==> config.mk <==
export PLATFORM = sky130hd
export DESIGN_NAME = io_operand_ctrl_flat
export DESIGN_NICKNAME = d
export VERILOG_FILES = /design/src/rtl/io_operand_ctrl_if.sv /design/src/rtl/io_operand_ctrl.sv /design/src/flat_wrapper.sv
export SDC_FILE = /design/constraint.sdc
export NUM_CORES = 1
export LEC_CHECK = 0
export CAP_MARGIN = 10
export CORE_MARGIN = 2
export CORE_UTILIZATION = 40
export DETAILED_ROUTE_END_ITERATION = 6
export PLACE_DENSITY = 0.75
export SYNTH_ARGS = -nofsm -noshare
export SYNTH_HDL_FRONTEND = slang
export SYNTH_SLANG_ARGS = --single-unit
==> constraint.sdc <==
create_clock -name clk -period 4 [get_ports clk]
set_clock_uncertainty 0.2 [all_clocks]
set_input_delay 0.8 -clock clk [delete_from_list [all_inputs] [get_ports clk]]
set_output_delay 0.8 -clock clk [all_outputs]
set_load 0.005 [all_outputs]
==> src/rtl/io_operand_ctrl_if.sv <==
// Processor-side bus into the IO window.
// The CPU is master; io_operand_ctrl is slave.
interface io_operand_ctrl_if;
  logic        we;
  logic [31:0] addr;
  logic [31:0] wdata;
  logic [31:0] rdata;
  logic        io_sel;

  modport master (
    output we, addr, wdata,
    input  rdata, io_sel
  );

  modport slave (
    input  we, addr, wdata,
    output rdata, io_sel
  );
endinterface

==> src/rtl/io_operand_ctrl.sv <==
// Memory-mapped IO window: debounced push-button captures two
// switch operands; LED and display registers for output.
module io_operand_ctrl #(
  parameter logic [31:0] IO_BASE    = 32'h0000_0400,
  parameter int          DEB_CYCLES = 500000
) (
  input  logic               clk,
  input  logic               reset,
  io_operand_ctrl_if.slave   bus,
  input  logic [9:0]         switches,
  input  logic               pb,
  output logic [9:0]         leds,
  output logic [15:0]        disp_data
);

  localparam int CW =
    (DEB_CYCLES > 1) ? $clog2(DEB_CYCLES) : 1;

  typedef enum logic [1:0] {
    EMPTY  = 2'd0,
    HAVE_A = 2'd1,
    FULL   = 2'd2
  } state_t;

  state_t      r_state, w_state_n, w_base;
  logic        r_pb_s1, r_pb_s2;
  logic [9:0]  r_sw_s1, r_sw_s2;
  logic        r_stable, r_stable_d;
  logic [CW-1:0] r_cnt;
  logic        r_ovf;
  logic [31:0] r_opa, r_opb;
  logic [9:0]  r_leds;
  logic [15:0] r_disp;

  logic        w_sel, w_wr, w_press;
  logic        w_ack, w_clr;
  logic        w_cap_a, w_cap_b, w_ovf_set;
  logic [2:0]  w_off;
  logic [31:0] w_sw_ext, w_rd;

  assign w_sel    = (bus.addr[31:5] == IO_BASE[31:5]);
  assign w_off    = bus.addr[4:2];
  assign w_wr     = bus.we & w_sel;
  assign w_ack    = w_wr & (w_off == 3'd3) & bus.wdata[0];
  assign w_clr    = w_wr & (w_off == 3'd3) & bus.wdata[1];
  assign w_press  = r_stable & ~r_stable_d;
  assign w_sw_ext = {{22{r_sw_s2[9]}}, r_sw_s2};

  always_ff @(posedge clk) begin
    if (reset) begin
      r_pb_s1    <= 1'b0;
      r_pb_s2    <= 1'b0;
      r_sw_s1    <= '0;
      r_sw_s2    <= '0;
      r_stable   <= 1'b0;
      r_stable_d <= 1'b0;
      r_cnt      <= '0;
    end else begin
      r_pb_s1    <= pb;
      r_pb_s2    <= r_pb_s1;
      r_sw_s1    <= switches;
      r_sw_s2    <= r_sw_s1;
      r_stable_d <= r_stable;
      // count only while the synced level disagrees
      if (r_pb_s2 != r_stable) begin
        if (r_cnt == CW'(DEB_CYCLES - 1)) begin
          r_stable <= r_pb_s2;
          r_cnt    <= '0;
        end else begin
          r_cnt <= r_cnt + 1'b1;
        end
      end else begin
        r_cnt <= '0;
      end
    end
  end

  always_comb begin
    w_base    = w_ack ? EMPTY : r_state;
    w_state_n = w_base;
    w_cap_a   = 1'b0;
    w_cap_b   = 1'b0;
    w_ovf_set = 1'b0;
    if (w_press) begin
      unique case (w_base)
        EMPTY: begin
          w_cap_a   = 1'b1;
          w_state_n = HAVE_A;
        end
        HAVE_A: begin
          w_cap_b   = 1'b1;
          w_state_n = FULL;
        end
        FULL:    w_ovf_set = 1'b1;
        default: w_state_n = EMPTY;
      endcase
    end
  end

  always_ff @(posedge clk) begin
    if (reset) begin
      r_state <= EMPTY;
      r_ovf   <= 1'b0;
      r_opa   <= '0;
      r_opb   <= '0;
      r_leds  <= '0;
      r_disp  <= '0;
    end else begin
      r_state <= w_state_n;
      if (w_clr)          r_ovf <= 1'b0;
      else if (w_ovf_set) r_ovf <= 1'b1;
      if (w_cap_a) r_opa <= w_sw_ext;
      if (w_cap_b) r_opb <= w_sw_ext;
      if (w_wr && w_off == 3'd4) r_leds <= bus.wdata[9:0];
      if (w_wr && w_off == 3'd5) r_disp <= bus.wdata[15:0];
    end
  end

  always_comb begin
    w_rd = '0;
    unique case (1'b1)
      (w_off == 3'd0): w_rd = {29'd0, r_ovf,
                               r_state == FULL,
                               r_state != EMPTY};
      (w_off == 3'd1): w_rd = r_opa;
      (w_off == 3'd2): w_rd = r_opb;
      (w_off == 3'd4): w_rd = {22'd0, r_leds};
      (w_off == 3'd5): w_rd = {16'd0, r_disp};
      default:         w_rd = '0;
    endcase
  end

  assign bus.rdata  = w_sel ? w_rd : 32'd0;
  assign bus.io_sel = w_sel;
  assign leds       = r_leds;
  assign disp_data  = r_disp;

endmodule

==> src/flat_wrapper.sv <==
// flat-port wrapper written by rule: the top's interface ports become plain ports
module io_operand_ctrl_flat 
#(
  parameter logic [31:0] IO_BASE    = 32'h0000_0400,
  parameter int          DEB_CYCLES = 500000
)
  (clk, reset, switches, pb, leds, disp_data, bus_we, bus_addr, bus_wdata, bus_rdata, bus_io_sel);
  io_operand_ctrl_if bus_i ();
  input  logic clk;
  input  logic reset;
  input  logic [9:0] switches;
  input  logic pb;
  output logic [9:0] leds;
  output logic [15:0] disp_data;
  input wire logic [$bits(bus_i.we)-1:0] bus_we;
  input wire logic [$bits(bus_i.addr)-1:0] bus_addr;
  input wire logic [$bits(bus_i.wdata)-1:0] bus_wdata;
  output wire logic [$bits(bus_i.rdata)-1:0] bus_rdata;
  output wire logic [$bits(bus_i.io_sel)-1:0] bus_io_sel;
  assign bus_i.we = bus_we;
  assign bus_i.addr = bus_addr;
  assign bus_i.wdata = bus_wdata;
  assign bus_rdata = bus_i.rdata;
  assign bus_io_sel = bus_i.io_sel;
  io_operand_ctrl #(.IO_BASE(IO_BASE), .DEB_CYCLES(DEB_CYCLES)) u_core (.clk(clk), .reset(reset), .bus(bus_i), .switches(switches), .pb(pb), .leds(leds), .disp_data(disp_data));
endmodule
==> flow_summary.toml <==
[logic_synthesis]
ys_warn_count = 0
synth_flop_cell = "dfxtp_1"
syn_area_per_cell_sq_um = 8.550
syn-cell-area_sq_um = 4360
synth_cell_type_count = 47
ys_async_sr_fraction_pct = 0
postSynthCellCount = 510
synth-seq-cells = 92
synth_edf_count = 0
synth_seq_area_share_pct = 42.24
synth_fp_nets = 593

[critical_path]
cp_data_arrival_time_ns = 2.92
end_kind = "primary output"
r2r-end = "u_core.r_cnt[13]$_SDFF_PP0_"
critPathKind = "in2out"
r2r-start = "u_core.r_cnt[0]$_SDFF_PP0_"
required_ns = 3.00
path_max_fanout = 5
ff2ff_setup_slack_ns = 1.53
startpoint_type = "input pin"
r2r_cells = 4

[floorplan]
dieArea_sq_um = 11750
row_count = 38
die_h_um = 108.4
die_x_um = 108.4
io-pin-count = 137
start_util_pct = 40.58
core_sq_um = 10750

[grt]
grt_util_all_layers_pct = 19.34
grt_max_degree = 74
overflow = 0
grt_pass1_vias = 3791
grt_pass1_wl_mm = 18.20
antenna_found_initial = 0

[clock_tree]
hold_buffers = 0
path_clk_slew_ns = 0.08
tritoncts = "done"
numCtsBuffers = 9
cts_root_buf = "clkbuf_8"
clk_latency_ns = 0.36
cts.htree.levels = 3
cts.sinks = 92
cts.path.max_buffers = 2

[drt]
wl_met3_mm = 1.084
met1_length_mm = 4.942
drt_pre_antenna_iters = 4
wl_per_cell_um = 15.13
drtAntennaViolNets = 0
vias = 4157
viasPerCell = 5.470
drt_wl_total_mm = 11.50
top_layer = "met4"
drc = 0
detailroute.wirelength.met2_mm = 5.251
drt_iter0_drc = 262

[placed_design]
place_congestion = 0.8634
port_buffers = 118
hpwl_mm = 8.187

[cells_and_area]
mostFrequentLayoutCells = "92 x dfxtp_1, 83 x clkdlybuf4s50_1, 53 x a21oi_1"
diodes = 0
drive_above_1_share_pct = 13.06
final-seq-area_sq_um = 1842
syn_to_final_growth_pct = 36.04
final_common_cell = "dfxtp_1"
n_fill_cell = 987
layout.nets = 698
multi_input_comb_area_sq_um = 2258

[power_and_ir_drop]
vdd_ir_drop_max_mv = 0.1780
powerDensity_nw_per_um2 = 287.4
p_leak_nw = 2.075

[timing]
setup_viol = 0
hold_viol_final = 0
slew_headroom_pct = 29.84
fin_crit_sh_pct = 97.91
fin_setup_tns_ns = 0
clock.fmax_ghz = 0.2553
tightestPinTransition_ns = 1.050
fin_hold_ws_ns = 0.2386
min_period_ns = 3.916
finalMaxSlewViolations = 0

[outcome]
status = "completed"

[worst_hold_path]
whs_path_depth = 1
min_from = "u_core.r_sw_s1[6]$_SDFF_PP0_"
hp-class = "reg2reg"
hold-path-endpoint = "u_core.r_sw_s2[6]$_SDFF_PP0_"

[flow_run]
cap_violations = 0
cell families after synthesis:
group | synth area share, %
DFF | 42.24
and+or+nand+nor | 26.57
AOI/OAI and AO/OA | 15.98
adders and majority gates | 1.435
buffers and inverters | 7.374
xor gates and xnor gates | 3.013
muxes | 3.386
per-stage QoR:
stage                     setup slack, ns  total power (W)  utilization, %  instances  instance area (sq um)
after floorplan                    0.4186        0.0009896               -        510                   4360
after global routing           -0.0003721         0.001770           55.20        760                   5932
final                             0.08379         0.001705           55.20        760                   5932
after CTS                        -0.06544         0.001716           54.89        759                   5898
after global placement            -0.2232         0.001066           52.29        737                   5619
after detailed placement          -0.2421         0.001067           52.29        737                   5619
how the worst max path moves through the flow:
stage,startpoint,endpoint,slack (ns),depth (start not counted)
2_1_floorplan,bus_addr[9],bus_rdata[17],0.42,7
3_3_place_gp,bus_addr[6],bus_rdata[2],-0.22,7
3_5_place_dp,bus_addr[24],bus_rdata[2],-0.24,7
4_1_cts,bus_addr[24],bus_rdata[16],-0.07,7
5_1_grt,bus_addr[21],bus_rdata[0],-0.0004,9
6_report,bus_addr[25],bus_rdata[0],0.08,9
area by class of cell:
class                      instances  area share, %
sequential                        92          31.05
multi-input combinational        353          38.07
inverter                           7         0.4429
timing repair buffer             152          23.92
tap                              140          2.953
clock inverter                     4         0.9492
clock buffer                      12          2.615
synth_stat cells (all sizes together) (2+ instances only):
master  instances  share of area (%)
or2             2               0.29
nor4b           4                1.1
o21ai           9                1.0
nor4           14                2.5
o22a            6                1.2
nor3            5               0.57
nor2           31                3.1
and2            2               0.29
clkbuf         32                2.8
nand2          41                3.5
o31ai          26                4.5
mux2            4                1.0
nand4          33                4.7
mux2i           8                1.8
o21bai          2               0.34
and4            2               0.40
ha              5                1.4
a21oi          57                6.8
nor2b          31                4.4
nand2b          3               0.43
xor2            3               0.60
buf            26                4.0
xnor2          12                2.4
a22oi           9                1.5
dfxtp          92                 42
or3             2               0.29
inv             7               0.60
nand3          32                3.7
state kept, by name (all words and copies together) (netlist names):
register           count
u_core.leds           10
u_core.r_pb_s2         1
u_core.r_sw_s2        10
u_core.r_stable_d      1
u_core.disp_data      16
u_core.r_stable        1
u_core.r_opb          10
u_core.r_ovf           1
u_core.r_cnt          19
u_core.r_pb_s1         1
u_core.r_opa          10
u_core.r_state         2
u_core.r_sw_s1        10
report_power, final:
group	switching (W)	internal (W)	total [W]	leakage [nW]
clock network	0.000328	0.000328	0.000655	0.101
logic	0.0000486	0.0000718	0.000120	1.23
registers	0.00000369	0.000926	0.000929	0.746
total	0.000380	0.00133	0.00171	2.07
routing by layer:
layer	up-vias	GRT usage, %
met1	1935	24.39
met4	0	7.967
met5	-	0
li1	2020	-
met2	184	31.61
met3	18	4.641
worst max-delay path, stage by stage:
cell	delay (ns)
clkdlybuf4s50_1	0.45
nor4_4	0.32
nand3_2	0.15
or4b_4	0.55
buf_6	0.15
buf_6	0.13
buf_4	0.15
nor2_4	0.11
buf_2	0.12
timing repair:
action	in CTS	in global routing
endpoints found under the setup margin	33	10
cloned	0	0
pin swaps	3	1
resized for setup	49	8
buffers inserted	6	1
Note: power is estimated with default switching activity, not from simulation.
